### src/rtl/pkt_tag_buffer_pkg.sv
// ---------------------------------------------------------------------------
// pkt_tag_buffer_pkg
// Shared constants and types for the ping-pong packet tag buffer:
//   DATA_WIDTH / ADDR_WIDTH  width of the parser word and parser byte offset
//   BYTE_WIDTH / LEN_WIDTH   ingress byte width and packet length width
//   BUF_DEPTH_DEFAULT        bytes per bank (power of two, >= 8)
//   BUF_ADDR_WIDTH           byte address width of one default-sized bank
//   bank_state_e             occupancy encoding of a bank
// ---------------------------------------------------------------------------
package pkt_tag_buffer_pkg;

    localparam int DATA_WIDTH        = 32;
    localparam int ADDR_WIDTH        = 16;
    localparam int BYTE_WIDTH        = 8;
    localparam int LEN_WIDTH         = 16;
    localparam int BUF_DEPTH_DEFAULT = 256;
    localparam int BUF_ADDR_WIDTH    = $clog2(BUF_DEPTH_DEFAULT);

    localparam logic [DATA_WIDTH-1:0] ZERO_WORD = '0;

    typedef enum logic {
        BANK_EMPTY = 1'b0,
        BANK_FULL  = 1'b1
    } bank_state_e;

    // Byte address width of a bank holding 'depth' bytes.
    function automatic int buf_addr_width(input int depth);
        return $clog2(depth);
    endfunction

endpackage

### src/rtl/pkt_bank.sv
// ---------------------------------------------------------------------------
// pkt_bank
// One bank of the ping-pong buffer. Bytes are interleaved over four lane
// memories by offset[1:0], so any four consecutive offsets hit four
// different lanes and an unaligned 32-bit word is read in one cycle.
// Ports:
//   clk, rst         clock, synchronous active-high reset
//   i_wr_en          write the byte i_wr_data at byte offset i_wr_addr
//   i_rd_addr        parser byte offset (word = offsets addr..addr+3)
//   i_rd_len         stored packet length of this bank
//   i_rd_full        bank holds a complete packet
//   o_rd_data        registered big-endian word, invalid lanes read 0
// ---------------------------------------------------------------------------
module pkt_bank
    import pkt_tag_buffer_pkg::*;
#(
    parameter  int BUF_DEPTH = BUF_DEPTH_DEFAULT,
    localparam int BAW       = buf_addr_width(BUF_DEPTH)
) (
    input  logic                  clk,
    input  logic                  rst,
    input  logic                  i_wr_en,
    input  logic [BAW-1:0]        i_wr_addr,
    input  logic [BYTE_WIDTH-1:0] i_wr_data,
    input  logic [ADDR_WIDTH-1:0] i_rd_addr,
    input  logic [LEN_WIDTH-1:0]  i_rd_len,
    input  logic                  i_rd_full,
    output logic [DATA_WIDTH-1:0] o_rd_data
);

    localparam int LANE_AW    = BAW - 2;
    localparam int LANE_DEPTH = BUF_DEPTH / 4;
    // One extra bit so addr+3 near the top of the offset range never wraps.
    localparam int OFF_W      = ADDR_WIDTH + 1;

    logic [BYTE_WIDTH-1:0] r_mem [4][LANE_DEPTH];
    logic [BYTE_WIDTH-1:0] r_lane [4];
    logic [1:0]            r_rot;
    logic [3:0]            r_byte_ok;

    logic [LANE_AW-1:0]    w_base_row;
    logic [LANE_AW-1:0]    w_row [4];
    logic [OFF_W-1:0]      w_off [4];
    logic [3:0]            w_byte_ok;

    // NOTE: the byte store has no reset; stale contents are never visible
    // because every lane is masked by the bank's length and full state.
    always_ff @(posedge clk) begin
        if (i_wr_en) begin
            r_mem[i_wr_addr[1:0]][i_wr_addr[BAW-1:2]] <= i_wr_data;
        end
    end

    assign w_base_row = i_rd_addr[BAW-1:2];

    // Lanes below the start lane belong to the next row of the word.
    // Rows past the bank end wrap here, but those lanes are masked.
    // NOTE: every always_comb output gets a value on every pass, so no
    // latch can be inferred.
    always_comb begin
        for (int k = 0; k < 4; k++) begin
            w_row[k] = w_base_row + ((2'(k) < i_rd_addr[1:0]) ? LANE_AW'(1) : LANE_AW'(0));
        end
        for (int j = 0; j < 4; j++) begin
            w_off[j]     = {1'b0, i_rd_addr} + OFF_W'(j);
            w_byte_ok[j] = i_rd_full
                        && (w_off[j] < OFF_W'(i_rd_len))
                        && (w_off[j] < OFF_W'(BUF_DEPTH));
        end
    end

    always_ff @(posedge clk) begin
        for (int k = 0; k < 4; k++) begin
            r_lane[k] <= r_mem[k][w_row[k]];
        end
    end

    // NOTE: state registers use non-blocking assignments so every flop
    // samples pre-edge values regardless of statement order.
    always_ff @(posedge clk) begin
        if (rst) begin
            r_rot     <= 2'd0;
            r_byte_ok <= 4'd0;
        end else begin
            r_rot     <= i_rd_addr[1:0];
            r_byte_ok <= w_byte_ok;
        end
    end

    // Output byte j (big-endian, j = 0 in [31:24]) lives in lane rot+j.
    always_comb begin
        o_rd_data = ZERO_WORD;
        for (int j = 0; j < 4; j++) begin
            if (r_byte_ok[j]) begin
                o_rd_data[DATA_WIDTH-1-BYTE_WIDTH*j -: BYTE_WIDTH] = r_lane[r_rot + 2'(j)];
            end
        end
    end

endmodule

### src/rtl/pkt_tag_buffer.sv
// ---------------------------------------------------------------------------
// pkt_tag_buffer
// Two-bank ping-pong packet buffer between a byte-stream ingress and a
// header parser. The write side fills one bank while the parser reads the
// other through an unaligned, registered 32-bit tag window.
// Ports:
//   clk, rst     clock, synchronous active-high reset
//   in_valid     ingress byte valid        in_ready  ingress byte accepted
//   in_data      ingress byte              in_last   final byte of packet
//   tag_addr_i   parser byte offset        tag_data  bytes addr..addr+3, BE
//   pkt_ready    packet available          pkt_len   its length (0 if none)
//   pkt_done     parser releases packet    err_trunc packet exceeded bank
// ---------------------------------------------------------------------------
module pkt_tag_buffer
    import pkt_tag_buffer_pkg::*;
#(
    parameter int BUF_DEPTH = BUF_DEPTH_DEFAULT
) (
    input  logic                  clk,
    input  logic                  rst,
    input  logic                  in_valid,
    output logic                  in_ready,
    input  logic [BYTE_WIDTH-1:0] in_data,
    input  logic                  in_last,
    input  logic [ADDR_WIDTH-1:0] tag_addr_i,
    output logic [DATA_WIDTH-1:0] tag_data,
    output logic                  pkt_ready,
    output logic [LEN_WIDTH-1:0]  pkt_len,
    input  logic                  pkt_done,
    output logic                  err_trunc
);

    localparam int BAW   = buf_addr_width(BUF_DEPTH);
    localparam int PTR_W = BAW + 1;

    bank_state_e          r_state [2];
    logic [LEN_WIDTH-1:0] r_len [2];
    logic                 r_wr_bank;
    logic [PTR_W-1:0]     r_wr_ptr;
    logic                 r_rd_bank;
    logic                 r_sel;
    logic                 r_err_trunc;

    logic                  w_accept;
    logic                  w_ptr_at_end;
    logic                  w_store;
    logic                  w_release;
    logic [DATA_WIDTH-1:0] w_bank_data [2];

    assign in_ready     = !rst && (r_state[r_wr_bank] == BANK_EMPTY);
    assign pkt_ready    = (r_state[r_rd_bank] == BANK_FULL);
    assign pkt_len      = pkt_ready ? r_len[r_rd_bank] : '0;
    assign err_trunc    = r_err_trunc;

    assign w_accept     = in_valid && in_ready;
    // The pointer saturates at BUF_DEPTH; further bytes are consumed only.
    assign w_ptr_at_end = (r_wr_ptr == PTR_W'(BUF_DEPTH));
    assign w_store      = w_accept && !w_ptr_at_end;
    assign w_release    = pkt_done && pkt_ready;

    // Completion and release touch different banks: completion needs the
    // write bank empty, release needs the read bank full, so when both
    // fire together the banks differ.
    always_ff @(posedge clk) begin
        if (rst) begin
            r_state[0]  <= BANK_EMPTY;
            r_state[1]  <= BANK_EMPTY;
            r_len[0]    <= '0;
            r_len[1]    <= '0;
            r_wr_bank   <= 1'b0;
            r_wr_ptr    <= '0;
            r_rd_bank   <= 1'b0;
            r_sel       <= 1'b0;
            r_err_trunc <= 1'b0;
        end else begin
            r_err_trunc <= w_accept && in_last && w_ptr_at_end;
            if (w_accept) begin
                if (in_last) begin
                    r_len[r_wr_bank]   <= w_ptr_at_end ? LEN_WIDTH'(BUF_DEPTH)
                                                       : LEN_WIDTH'(r_wr_ptr) + LEN_WIDTH'(1);
                    r_state[r_wr_bank] <= BANK_FULL;
                    r_wr_bank          <= ~r_wr_bank;
                    r_wr_ptr           <= '0;
                end else if (!w_ptr_at_end) begin
                    r_wr_ptr <= r_wr_ptr + PTR_W'(1);
                end
            end
            if (w_release) begin
                r_state[r_rd_bank] <= BANK_EMPTY;
                r_rd_bank          <= ~r_rd_bank;
            end
            // Remember which bank the tag word registered this edge came from.
            r_sel <= r_rd_bank;
        end
    end

    for (genvar g = 0; g < 2; g++) begin : g_bank
        pkt_bank #(
            .BUF_DEPTH (BUF_DEPTH)
        ) u_bank (
            .clk       (clk),
            .rst       (rst),
            .i_wr_en   (w_store && (r_wr_bank == 1'(g))),
            .i_wr_addr (r_wr_ptr[BAW-1:0]),
            .i_wr_data (in_data),
            .i_rd_addr (tag_addr_i),
            .i_rd_len  (r_len[g]),
            .i_rd_full (r_state[g] == BANK_FULL),
            .o_rd_data (w_bank_data[g])
        );
    end

    assign tag_data = r_sel ? w_bank_data[1] : w_bank_data[0];

endmodule

### config.mk
export PLATFORM = sky130hd
export DESIGN_NAME = pkt_tag_buffer
export DESIGN_NICKNAME = d
export VERILOG_FILES = /design/src/rtl/pkt_tag_buffer_pkg.sv /design/src/rtl/pkt_bank.sv /design/src/rtl/pkt_tag_buffer.sv
export SDC_FILE = /design/constraint.sdc
export NUM_CORES = 2
export LEC_CHECK = 0
export CORE_MARGIN = 2
export CORE_UTILIZATION = 45
export DETAILED_ROUTE_END_ITERATION = 8
export SYNTH_ARGS = -nofsm -noshare
export SYNTH_HDL_FRONTEND = slang
export SYNTH_MEMORY_MAX_BITS = 65536
export SYNTH_SLANG_ARGS = --single-unit
### constraint.sdc
create_clock -name clk -period 4.4 [get_ports clk]
set_input_delay 0.44 -clock clk [delete_from_list [all_inputs] [get_ports clk]]
set_output_delay 0.44 -clock clk [all_outputs]
set_load 0.005 [all_outputs]
==> flow_metrics.tcl <==
set metrics [dict create \
    outcome "finished with violations" \
    violations "hold timing" \
    power_density_nw_per_um2 453 \
    finalCritPeriodShare_pct 97.5 \
    dieArea_um2 373000 \
    htreeDepth 5 \
    initial_core_util_pct 45.2 \
    instances_no_fill 13588 \
    critPathMaxStageDelay_ns 0.78 \
    tightest_slew_ns 1.13 \
    final_util_pct 52.2 \
    p_leak_nw 60.5 \
    synth.most_common_cell "edfxtp_1" \
    whs_path_depth 1 \
    p_seq_share_pct 51.4 \
    crit_arrival_ns 3.85 \
    rsz0062_at_grt "no" \
    postSynth.asyncResetShare_pct 0 \
    grt_util_all_layers_pct 22.8 \
    finalSetupViolations 0 \
    dr_total_vias 80772 \
    detail_route.wl_per_cell_um 31.5 \
    ys_seq_area_share_pct 75.7 \
    cts_buffers 422 \
    drtAntennaViolNets 0 \
    intPower_mw 67.4 \
    maxCapViolCount 0 \
    globalplace.congestion 0.906 \
    wl_um 428000 \
    overflow 0 \
    syn_inst 7658 \
    power_frac_clock_pct 41.3 \
    die_w_um 611 \
    synth_top_cell_by_area "edfxtp_1" \
    power.total_mw 86.5 \
    p_sw_share_pct 22.1 \
    viasPerCell 5.94 \
    synth_top_flop_cell "edfxtp_1" \
    drtIter0Drc 9077 \
    ctsHoldBuffers 6 \
    finClkSkew_ns 0.0535 \
    path_cells "buf_4 > mux2_2 > a21oi_1 > o22ai_1 > clkdlybuf4s50_1" \
    dpl-instance-area_um2 177000 \
    grt_pass1_vias 82166 \
    finalHoldViolations 1 \
    design_area_um2 191000 \
    path_buf_inv 2 \
    drc 0 \
    clock_sinks 4207 \
    slowest_stage "dfxtp_4" \
    cts_tree "yes" \
    cts-root-buf "clkbuf_16" \
    cp.required_ns 3.96 \
    coreArea_um2 366000 \
    whs_ns -0.000253 \
    port_buffers 73 \
    cts_resized 0 \
    die_y_um 611 \
    clockBufferDepth 4 \
    relSlewSlack_pct 24.9 \
    pwr-share-comb_pct 7.3 \
    syn_area_um2 166000 \
    crit_path_end_kind "output port" \
    clock_latency_ns 0.98 \
    synthToLayoutAreaGrowth_pct 15.3 \
    cp_max_fo 47 \
    min_period_ns 4.29 \
    tns_ns 0 \
    cts.clk_slew.worst_paths_ns 0.06 \
    synth-edff-count 4116 \
    dr.pass1.iters 6 \
    multiInputGateArea_um2 38200 \
    start_kind "flop" \
    drive_above_1_share_pct 30.2 \
    fillers 28181 \
    ys_ff_latch 4207 \
    syn_avg_cell_area_um2 21.6 \
    synthTopCellsByCount "edfxtp_1 (4116), mux4_2 (1257), nor2_1 (619)" \
    antenna_found_initial 16 \
    synthTopCellsByArea "edfxtp_1 (75%), mux4_2 (17%), nor2_1 (1.4%)" \
    seq_area_um2 125000 \
    cts_setup_buffers 0 \
    cp_top_family "buffers and inverters" \
    grt_start_max_net_pins 147 \
    holdCritPathClass "in2reg" \
    synth_warnings 0 \
    hpwl_um 271000 \
    peakVddDrop_mv 0.386 \
    boundaryPins 80 \
    r2r.worst_path.cells 5 \
    grt_pass1_wl_um 611000 \
    fmax_ghz 0.233 \
    drv_slew 0 \
    synth.distinct_cells 72 \
    crit_type "reg2out" \
    final_nets 8510 \
    crit_cells 5 \
    dp.cells 12782 \
    synth_top_area_share_pct 74.6 \
    switchingPower_mw 19.1 \
    rows 222 \
]
## power by group through the flow
stage          Sequential [mW]  Combinational, mW  Clock, mW
2_1_floorplan             45.0               3.75          0
3_3_place_gp              45.3               6.32          0
3_5_place_dp              45.3               6.40          0
4_1_cts                   44.5               6.42       36.3
5_1_grt                   44.4               6.69       37.9
6_report                  44.5               6.33       35.7
## cells by family (layout without fill, tap and decap cells)
family                     count (synthesis)  count (layout)  synth area share, %
DFF                                     4207            4207                 75.7
muxes                                   1352            1352                 17.7
and+or+nand+nor                         1127            1127                 2.85
buffers and inverters                    498            1593                 1.37
AOI/OAI and AO/OA                        339             339                 1.42
adders and majority gates                 85              85                0.642
xor gates and xnor gates                  49              49                0.282
other                                      1              20              0.00226
## registers in the layout (all words and copies together) (netlist names), 2 cells and up, named ones only
register                 flops
g_bank.u_bank.r_rot          2
r_state                      2
g_bank.u_bank.r_lane        64
g_bank.u_bank.r_mem       4096
r_wr_ptr                     9
r_len                       20
g_bank.u_bank.r_byte_ok      8
## area by class of cell
type | count | share of cell area [%]
flip-flops and latches | 4207 | 65.7
clock inverters | 253 | 1.31
well taps | 4816 | 3.16
inverters | 68 | 0.134
diodes | 14 | 0.0183
repair buffers | 739 | 3.78
clock buffers | 533 | 5.90
multi-input cells | 2958 | 20.0
## worst paths after layout
path,slack [ns],startpoint,to
worst max-delay path,0.11,g_bank[1].u_bank.r_rot[1],tag_data[18]
worst min-delay path,-0.0003,in_data[4],g_bank[0].u_bank.r_mem[0][100]
worst max register to register,0.91,r_wr_ptr[2],g_bank[0].u_bank.r_mem[0][417]
worst min register to register,0.59,r_rd_bank,r_sel
## placed cells by master (no fill, tap or decap), drive strengths merged, types with 39 or more instances in the layout
cell type | synthesis | routed
a21oi | 70 | 70
a22oi | 85 | 85
buf | 261 | 673
bufinv | 0 | 39
clkbuf | 169 | 533
clkdlybuf4s50 | 0 | 60
clkinv | 0 | 186
dfxtp | 91 | 91
edfxtp | 4116 | 4116
ha | 85 | 85
inv | 68 | 87
mux2i | 69 | 69
mux4 | 1257 | 1257
nand2 | 311 | 311
nand3 | 70 | 70
nor2 | 620 | 620
o21ai | 50 | 50
## layer usage
| layer | vias up | part of all wire, % | GRT usage [%] |
|---|---|---|---|
| met3 | 725 | 6.9 | 3.31 |
| met1 | 43338 | 40 | 31.5 |
| met5 | - | 0.0056 | 0 |
| met4 | 4 | 3.9 | 8.15 |
| met2 | 3227 | 49 | 37.4 |
| li1 | 33478 | - | - |
## per-stage QoR
step           hold slack, ns  setup WS [ns]
6_report            -0.000253          0.109
5_1_grt                0.0174         0.0883
4_1_cts                0.0136         0.0721
3_5_place_dp            0.560          0.235
3_3_place_gp            0.533          0.198
2_1_floorplan           0.484           1.10
Power figures use the tool's default switching activity.
